===== src/rtl/neuroset_pkg.sv =====
// Shared types and constants for the neuroset run controller.
// Holds the sequencer state encoding, ping-pong bases and the stage-index width helper.
package neuroset_pkg;

    typedef enum logic [2:0] {
        ST_IDLE = 3'd0,
        ST_RUN  = 3'd1,
        ST_GAP  = 3'd2,
        ST_FIN  = 3'd3,
        ST_ERR  = 3'd4
    } seq_state_e;

    localparam int unsigned BASE_A = 0;
    localparam int unsigned BASE_B = 4096;

    // A single-stage pipeline still needs a one-bit stage index.
    function automatic int unsigned stage_width(input int unsigned n);
        return (n > 1) ? $clog2(n) : 1;
    endfunction

endpackage


===== src/rtl/stage_watchdog.sv =====
// Per-stage watchdog: counts cycles while enabled, flags when the count reaches TIMEOUT.
// Clear has priority over counting; the count parks at TIMEOUT instead of wrapping.
module stage_watchdog #(
    parameter int TW      = 16,
    parameter int TIMEOUT = 65535
) (
    input  logic clk,
    input  logic rst_n,
    input  logic clear,
    input  logic en,
    output logic expired
);

    logic [TW-1:0] count;

    always_ff @(posedge clk) begin
        if (!rst_n) begin
            count <= '0;
        end else if (clear) begin
            count <= '0;
        end else if (en && !expired) begin
            count <= count + TW'(1);
        end
    end

    assign expired = (count == TW'(TIMEOUT));

endmodule


===== src/rtl/layer_sequencer.sv =====
// Run controller: enables conv/pool/dense/result engines one at a time, waits for STOP,
// ping-pongs the pixel-memory bases between stages and aborts a stage on watchdog expiry.
module layer_sequencer
    import neuroset_pkg::*;
#(
    parameter int NUM_STAGES       = 4,
    parameter int SIZE_address_pix = 13,
    parameter int TIMEOUT          = 65535,
    parameter int TW               = 16
) (
    input  logic                                 clk,
    input  logic                                 rst_n,
    input  logic                                 start,
    input  logic                                 abort,
    input  logic [NUM_STAGES-1:0]                stop_in,
    output logic [NUM_STAGES-1:0]                enable_out,
    output logic [SIZE_address_pix-1:0]          memstartp,
    output logic [SIZE_address_pix-1:0]          memstartzap,
    output logic [stage_width(NUM_STAGES)-1:0]   stage,
    output logic                                 busy,
    output logic                                 done,
    output logic                                 timeout_err
);

    localparam int                    SW     = stage_width(NUM_STAGES);
    localparam logic [SW-1:0]         LAST   = SW'(NUM_STAGES - 1);
    localparam logic [SIZE_address_pix-1:0] ADDR_A = SIZE_address_pix'(BASE_A);
    localparam logic [SIZE_address_pix-1:0] ADDR_B = SIZE_address_pix'(BASE_B);

    seq_state_e state_q;
    seq_state_e next_state;

    logic                        wd_expired;
    logic [NUM_STAGES-1:0]       en_d;
    logic [SW-1:0]               stage_d;
    logic [SIZE_address_pix-1:0] mp_d;
    logic [SIZE_address_pix-1:0] mz_d;
    logic                        busy_d;
    logic                        done_d;
    logic                        terr_d;

    // The watchdog runs only while a stage holds enable and restarts on every RUN entry.
    stage_watchdog #(
        .TW      (TW),
        .TIMEOUT (TIMEOUT)
    ) u_watchdog (
        .clk     (clk),
        .rst_n   (rst_n),
        .clear   (state_q != ST_RUN),
        .en      (state_q == ST_RUN),
        .expired (wd_expired)
    );

    // State register; every output is registered here alongside the state.
    always_ff @(posedge clk) begin
        // NOTE: sequential state uses non-blocking assignments so all registers update
        // from the same pre-edge values; blocking here would create order-dependent races.
        if (!rst_n) begin
            state_q     <= ST_IDLE;
            enable_out  <= '0;
            stage       <= '0;
            memstartp   <= ADDR_A;
            memstartzap <= ADDR_B;
            busy        <= 1'b0;
            done        <= 1'b0;
            timeout_err <= 1'b0;
        end else begin
            state_q     <= next_state;
            enable_out  <= en_d;
            stage       <= stage_d;
            memstartp   <= mp_d;
            memstartzap <= mz_d;
            busy        <= busy_d;
            done        <= done_d;
            timeout_err <= terr_d;
        end
    end

    // Next-state logic: abort beats the watchdog, which beats STOP.
    always_comb begin
        next_state = state_q;
        if (abort) begin
            next_state = ST_IDLE;
        end else begin
            unique case (state_q)
                ST_IDLE: if (start) next_state = ST_RUN;
                ST_RUN: begin
                    if (wd_expired)          next_state = ST_ERR;
                    else if (stop_in[stage]) next_state = ST_GAP;
                end
                // Engines clear STOP one edge after enable falls, so wait for it to drop.
                ST_GAP: begin
                    if (!stop_in[stage]) next_state = (stage == LAST) ? ST_FIN : ST_RUN;
                end
                ST_FIN:  next_state = ST_IDLE;
                ST_ERR:  next_state = ST_IDLE;
                default: next_state = ST_IDLE;
            endcase
        end
    end

    // Output logic: computes the values the outputs take at the next edge.
    always_comb begin
        // NOTE: every signal written here gets a default first, otherwise paths that
        // skip an assignment would infer latches.
        en_d    = '0;
        stage_d = stage;
        mp_d    = memstartp;
        mz_d    = memstartzap;
        busy_d  = 1'b0;
        done_d  = 1'b0;
        terr_d  = timeout_err;

        if (state_q == ST_IDLE && next_state == ST_RUN) begin
            stage_d = '0;
            mp_d    = ADDR_A;
            mz_d    = ADDR_B;
            terr_d  = 1'b0;
        end

        // Each stage reads what the previous one wrote, so the two regions trade roles.
        if (state_q == ST_GAP && next_state == ST_RUN) begin
            stage_d = stage + SW'(1);
            mp_d    = memstartzap;
            mz_d    = memstartp;
        end

        if (state_q == ST_RUN && next_state == ST_ERR) begin
            terr_d = 1'b1;
        end

        case (next_state)
            ST_RUN: begin
                en_d[stage_d] = 1'b1;
                busy_d        = 1'b1;
            end
            ST_GAP:  busy_d = 1'b1;
            ST_FIN:  done_d = 1'b1;
            default: ;
        endcase
    end

endmodule


===== config.mk =====
export PLATFORM = sky130hd
export DESIGN_NAME = layer_sequencer
export DESIGN_NICKNAME = d
export VERILOG_FILES = /design/src/rtl/neuroset_pkg.sv /design/src/rtl/stage_watchdog.sv /design/src/rtl/layer_sequencer.sv
export SDC_FILE = /design/constraint.sdc
export NUM_CORES = 1
export LEC_CHECK = 0
export CORE_MARGIN = 2
export CORE_UTILIZATION = 40
export DETAILED_ROUTE_END_ITERATION = 12
export PLACE_DENSITY_LB_ADDON = 0.15
export SYNTH_ARGS = -nofsm -noshare
export SYNTH_HDL_FRONTEND = slang
export SYNTH_SLANG_ARGS = --single-unit

===== constraint.sdc =====
create_clock -name clk -period 2.8 [get_ports clk]
set_clock_uncertainty 0.05 [all_clocks]
set_input_delay 0.28 -clock clk [delete_from_list [all_inputs] [get_ports clk]]
set_output_delay 0.28 -clock clk [all_outputs]
set_load 0.01 [all_outputs]

======== After elaboration in Yosys (flattened, before gate mapping) ========
Cells that the tools add are included.
cells by class
  add/subtract/negate cells ............... 2
  divide/modulo/power cells ............... 0
  reduce and logical (&&, ||, !) cells .... 12
  multiplexer cells ....................... 21
  shift operators ......................... 0
  equal/unequal tests ..................... 9
  $mul .................................... 0
  bitwise operators ....................... 1
  $lt $le $gt $ge ......................... 3
operators by type and width
  kind                                                                                 number
  13-bit 2-to-1 mux                                                                    4
  16-bit by 1-bit adder with 16-bit output, second input constant                      1
  16-bit == test, second input constant                                                1
  3-bit 2-to-1 mux                                                                     5
  3-bit by 2-bit == test with 1-bit output, second input constant                      3
  3-bit case mux with 3 select lines                                                   1
  3-bit by 1-bit == test with 1-bit output, second input constant                      2
  2-bit by 3-bit < comparator with 1-bit output, second input constant                 2
  1-bit 2-to-1 mux                                                                     6
  2-bit 2-to-1 mux                                                                     3
  1-bit logical AND                                                                    5
  2-bit nonzero test                                                                   2
  2-bit OR reduction                                                                   2
  3-bit == test, second input constant                                                 1
  3-bit logical NOT                                                                    1
  3-bit by 1-bit inequality test with 1-bit output, second input constant              1
  2-bit by 1-bit adder with 2-bit output, second input constant                        1
  1-bit binary-select mux with 2-bit select                                            1
  1-bit demux with 2-bit select                                                        1
  2-bit == test, second input constant                                                 1
  2-bit by 1-bit greater-or-equal comparator with 1-bit output, second input constant  1
  2-bit AND reduction                                                                  1
  1-bit logical NOT                                                                    1
  1-bit NOT                                                                            1
storage, ports and cells
  register bits ........................... 54
  bits in latches ......................... 0
  RAM bits ................................ 0
  memories ................................ 0
  ROM bits ................................ 0
  logic and storage cells ................. 57

======== Longest topological paths before layout ========
  depth after elaboration ................. 14
  gate-level depth with buffers ........... 7
  gate-level depth less buffers ........... 6

======== By module ========
A second synthesis with hierarchy kept.
unflattened totals
  cell total of the unflattened synthesis .. 302
  area total of the unflattened synthesis .. 2681.3 um2
by module, submodules not included
  module           cells each  seq. area each (um2)  area each (um2)  instances
  layer_sequencer  198         760.7                 1783.0           1
  stage_watchdog   104         320.3                 898.4            1

======== Least setup slack after synthesis ========
OpenSTA, ideal clock, no wires.
  kind .................................... register -> register
  start point ............................. register u_watchdog.count[0]
  end point ............................... register enable_out[3]
  path slack .............................. 0.644 ns
  data required time ...................... 2.626 ns
  setup time .............................. 0.124 ns
  path buffers ............................ 1
  stages on the path, launching flop included .. 8
  clock period less this slack ............ 2.156 ns
  arrival time ............................ 1.982 ns
  path through ............................ dfxtp_1 > ha_1 > buf_2 > nand3_1 > or3_1 > or4_4 > nand4_1 > nor4_1
on the way
  longest elaborated chain between the ends .. 12
  elaborated cells between the ends (all ways) .. 15
ends and longest elaborated chain
  element                                                                                                                                              RTL line                                                                text
  start: declaration                                                                                                                                   stage_watchdog.sv:14                                                    logic [TW-1:0] count;
  start signal: assignment                                                                                                                             stage_watchdog.sv:22                                                    count <= count + TW'(1);
  16-bit == test *                                                                                                                                     stage_watchdog.sv:26                                                    assign expired = (count == TW'(TIMEOUT));
  3-bit 2-to-1 mux *                                                                                                                                   layer_sequencer.sv:88                                                   if (wd_expired) next_state = ST_ERR;
  3-bit case mux with 3 select lines *                                                                                                                 layer_sequencer.sv:85                                                   unique case (state_q)
  3-bit 2-to-1 mux *                                                                                                                                   layer_sequencer.sv:82                                                   if (abort) begin
  3-bit by 1-bit == test with 1-bit output *                                                                                                           layer_sequencer.sv:114, layer_sequencer.sv:122, layer_sequencer.sv:132
  1-bit logical AND                                                                                                                                    layer_sequencer.sv:114                                                  if (state_q == ST_IDLE && next_state == ST_RUN) begin
  2-bit 2-to-1 mux                                                                                                                                     layer_sequencer.sv:114
  2-bit 2-to-1 mux                                                                                                                                     layer_sequencer.sv:122                                                  if (state_q == ST_GAP && next_state == ST_RUN) begin
  2-bit by 3-bit < comparator with 1-bit output (implied by the code) or 2-bit by 1-bit greater-or-equal comparator with 1-bit output (tied branches)  layer_sequencer.sv:134                                                  en_d[stage_d] = 1'b1;
  1-bit logical AND (implied by the code)                                                                                                              layer_sequencer.sv:134
  1-bit 2-to-1 mux (implied by the code)                                                                                                               layer_sequencer.sv:134
  1-bit demux with 2-bit select                                                                                                                        layer_sequencer.sv:134
  end signal: assignment                                                                                                                               layer_sequencer.sv:69                                                   enable_out <= en_d;
  end: declaration                                                                                                                                     layer_sequencer.sv:16                                                   output logic [NUM_STAGES-1:0] enable_out,
Mark *: on every way between the ends. The rest lies on a longest branch, timed or not.
A chain may end at the register's enable or synchronous reset.

======== Worst setup path after layout ========
  start point ............................. register stage[0]
  end point ............................... register enable_out[3]
on the way
  longest elaborated chain between the ends .. 14
  elaborated cells between the ends (all ways) .. 21
ends and longest elaborated chain
  element                                                                                                                                              RTL line                                                                text
  start: declaration                                                                                                                                   layer_sequencer.sv:19                                                   output logic [stage_width(NUM_STAGES)-1:0] stage,
  start signal: assignment                                                                                                                             layer_sequencer.sv:70                                                   stage <= stage_d;
  1-bit binary-select mux with 2-bit select                                                                                                            layer_sequencer.sv:89, layer_sequencer.sv:93
  1-bit 2-to-1 mux (implied by the code)                                                                                                               layer_sequencer.sv:89, layer_sequencer.sv:93
  3-bit 2-to-1 mux                                                                                                                                     layer_sequencer.sv:89                                                   else if (stop_in[stage]) next_state = ST_GAP;
  3-bit 2-to-1 mux                                                                                                                                     layer_sequencer.sv:88
  3-bit case mux with 3 select lines                                                                                                                   layer_sequencer.sv:85
  3-bit 2-to-1 mux                                                                                                                                     layer_sequencer.sv:82
  3-bit by 1-bit == test with 1-bit output                                                                                                             layer_sequencer.sv:114, layer_sequencer.sv:122, layer_sequencer.sv:132
  1-bit logical AND                                                                                                                                    layer_sequencer.sv:114
  2-bit 2-to-1 mux                                                                                                                                     layer_sequencer.sv:114
  2-bit 2-to-1 mux                                                                                                                                     layer_sequencer.sv:122
  2-bit by 3-bit < comparator with 1-bit output (implied by the code) or 2-bit by 1-bit greater-or-equal comparator with 1-bit output (tied branches)  layer_sequencer.sv:134
  1-bit logical AND (implied by the code)                                                                                                              layer_sequencer.sv:134
  1-bit 2-to-1 mux (implied by the code)                                                                                                               layer_sequencer.sv:134
  1-bit demux with 2-bit select                                                                                                                        layer_sequencer.sv:134
Parallel ways exist; a longest one is shown, timed or not. The select of a mux whose other input is x is not followed.

==> metrics.txt <==
Highest Clock Rate 0.440 GHz; setup TNS 0 ns; unrepaired setup endpoints after global routing false; final setup fails 0; die height 80.0 um; GRT Util Overall 0.162; Post-synth EDFFs 0; CTS Buffer Depth 2; Tightest Pin Transition 0.867 ns; die area 6400 um2; headroom to the max-slew limit 0.421; hold wc startpoint timeout_err; Root Driver clkbuf_8; Post-CTS Hold Buffers 0; sequential share of the synthesized area 0.468; CTS buffer count 5; Mapped Nets 264; CP endpoint kind flop; clock sinks 54; worst-path cell with the longest stage delay dfxtp_1; vias 1954; synthesis-stage register bit count 54; post-synthesis compound-gate area fraction 0.147; maxcap violations 0; # IOs 43; leakage 0.923 nW; Netlist cell types 45; FFs w/ async S/R, synth 0; Final Wtd Congestion 0.806; Setup CP Type flop to flop; FF-to-FF Start stage[0]; XOR/XNOR Fraction of Synth Area 0.0531; Max VDD drop 297 uV; clock latency on the worst-skew pair 0.30 ns; Post-Synthesis Cells 254; worst-path cell chain ha_1, nand2_1, o21ai_0, a211o_1, buf_4, a31oi_1, nor4_1; mapped cell area 2310 um2; average routed wire per standard cell 13.4 um; setup repair bufs after CTS 0; routing usage on met1 0.210; PD cells 446 nW/um2; clock power share 0.351; dpl ws 0.501 ns; CP peak stage delay 0.61 ns; H-Tree Depth 2; gr ovfl total 0; Synth Warn # 0; initial antenna violation count 0; fill cell count 534; Primary FF master, synth dfxtp_1; Reg clk slew, reported paths 0.10 ns; Final HPWL DP 3.46 mm; final worst slack 0.528 ns; Hold Path Class flop to flop; Rows 27; die width 80.0 um; multi-input combinational cell area 1150 um2; post-cts resize count 0; crit start category flop; Logic pwr share 0.050; Final Hold Fails 0; multiplexer share of the synthesized area 0.0276; placed cell areas 2790 um2; largest net degree at the start of global routing 31; Reg power frac 0.600; Final ANT Viol Nets 0; met2 Use GR 0.270; Starting Density 0.417; DR vias/cell 5.32; Post-Synth Adder-Cell Area 0.0108; Final #Nets 304; TritonCTS clock tree built; starting DRC count in detailed routing 84; min cycle time layout 2.27 ns; storage element area 1080 um2; IO buf count 42; Hold WS 0.449 ns; critical path required time 2.96 ns; crit path launch stage[0]; Internal Power 0.00100 W; Critical Path AT 2.43 ns; simple-gate area share of the yosys netlist 0.257; outcome finished clean; drt pass-1 iters 5; drt total wl 4.92 mm; Final Cell Area 2890 um2; CP max FO 30; DRC 0; core area 5540 um2; Final Max Tran Viols 0; largest family of logic cells by synthesized area simple AND/OR/NAND/NOR gates; met3 Use GR 0.0294; syn avg cell area 9.09 um2; fin crit share 0.811; vias in the first global route 1850; gr busiest metal met2; Layout area overhead 25.3%; first-pass GRT wire length 8.31 mm; Sw Share 0.225; Antenna Cells 0; P_sw 0.000291 W; share of cells above drive strength 1 0.0780
[routing by layer]
layer | part of all wire | vias up | wire (um)
met5 | 0 | - | 0
met4 | 0.0063 | 0 | 31
met3 | 0.036 | 2 | 175
met2 | 0.48 | 38 | 2380
met1 | 0.48 | 920 | 2340
li1 | - | 994 | -
[synth_stat cells, types with 3 or more instances]
master / instances / area [um2]
o21ai_0: 6 / 30.0
nand3_1: 7 / 35.0
nor3b_1: 3 / 22.5
xor2_1: 5 / 43.8
buf_4: 4 / 30.0
a21oi_1: 8 / 40.0
nand2b_1: 3 / 18.8
nor3_1: 4 / 20.0
nand4_1: 8 / 50.1
buf_2: 4 / 20.0
clkbuf_1: 6 / 22.5
inv_1: 3 / 11.3
a22oi_1: 26 / 195
mux2i_1: 3 / 30.0
nand2_1: 13 / 48.8
nor4_1: 7 / 43.8
nor2_1: 49 / 184
xnor2_1: 9 / 78.8
dfxtp_1: 54 / 1080
[metrics by stage]
| stage | cells | total power [W] | util |
|---|---|---|---|
| floorplan | 254 | 0.000831 | - |
| global placement | 359 | 0.000855 | 0.504 |
| detailed placement | 359 | 0.000856 | 0.504 |
| CTS | 367 | 0.00131 | 0.522 |
| global route | 367 | 0.00135 | 0.522 |
| finish | 367 | 0.00129 | 0.522 |
[final timing paths]
| path | cells after the start | end | slack, ns |
|---|---|---|---|
| max reg2reg | 7 | enable_out[3] | 0.53 |
| min | 2 | timeout_err | 0.45 |
| min reg2reg | 2 | timeout_err | 0.45 |
| max | 7 | enable_out[3] | 0.53 |
[registers in the layout, indices dropped and copies added (netlist names)]
name,flops
stage,2
busy,1
enable_out,4
state_q,3
memstartzap,13
done,1
timeout_err,1
u_watchdog.count,16
memstartp,13
[critical path, delay by kind of cell, from the launching register on]
family / cells / cell delay, ns
buffers and inverters: 1 / 0.29
adders and majority gates: 1 / 0.32
and+or+nand+nor: 2 / 0.34
DFF: 1 / 0.61
AOI/OAI and AO/OA: 3 / 0.58
[power by group through the flow]
| stage | Clock, W | Combinational [W] | Sequential, W |
|---|---|---|---|
| floorplan | 0 | 0.0000407 | 0.000790 |
| global placement | 0 | 0.0000638 | 0.000791 |
| detailed placement | 0 | 0.0000641 | 0.000792 |
| CTS | 0.000475 | 0.0000643 | 0.000774 |
| global route | 0.000503 | 0.0000713 | 0.000775 |
| finish | 0.000453 | 0.0000639 | 0.000774 |
[cells by family (layout without fill, tap and decap cells)]
group,after synthesis,after routing
AND/OR/NAND/NOR,113,113
adder cells (fa/ha/maj),2,2
buffers and inverters,17,58
XOR/XNOR,14,14
multiplexers,5,5
flip-flops,54,54
AO/OA/AOI/OAI,49,49
[area by class of cell]
class | count | share of cell area
repair buffers | 47 | 0.158
inverters | 3 | 0.00389
flip-flops and latches | 54 | 0.374
clock buffers | 6 | 0.0285
well taps | 72 | 0.0311
clock inverters | 2 | 0.00606
multi-input cells | 183 | 0.398
[cells in the final DEF (no fill, tap or decap), types with 2 or more instances in the layout]
master           instances
dfxtp_1                 54
nor2_1                  49
clkdlybuf4s50_1         42
a22oi_1                 26
nand2_1                 13
xnor2_1                  9
a21oi_1                  8
nand4_1                  8
nand3_1                  7
nor4_1                   7
o21ai_0                  6
clkbuf_8                 6
xor2_1                   5
buf_4                    5
nor3_1                   4
inv_1                    3
nand2b_1                 3
mux2i_1                  3
nor3b_1                  3
or2_1                    2
a31oi_1                  2
nor2b_1                  2
nor4b_1                  2
ha_1                     2
clkinv_4                 2
(Power assumes the default switching activity.)
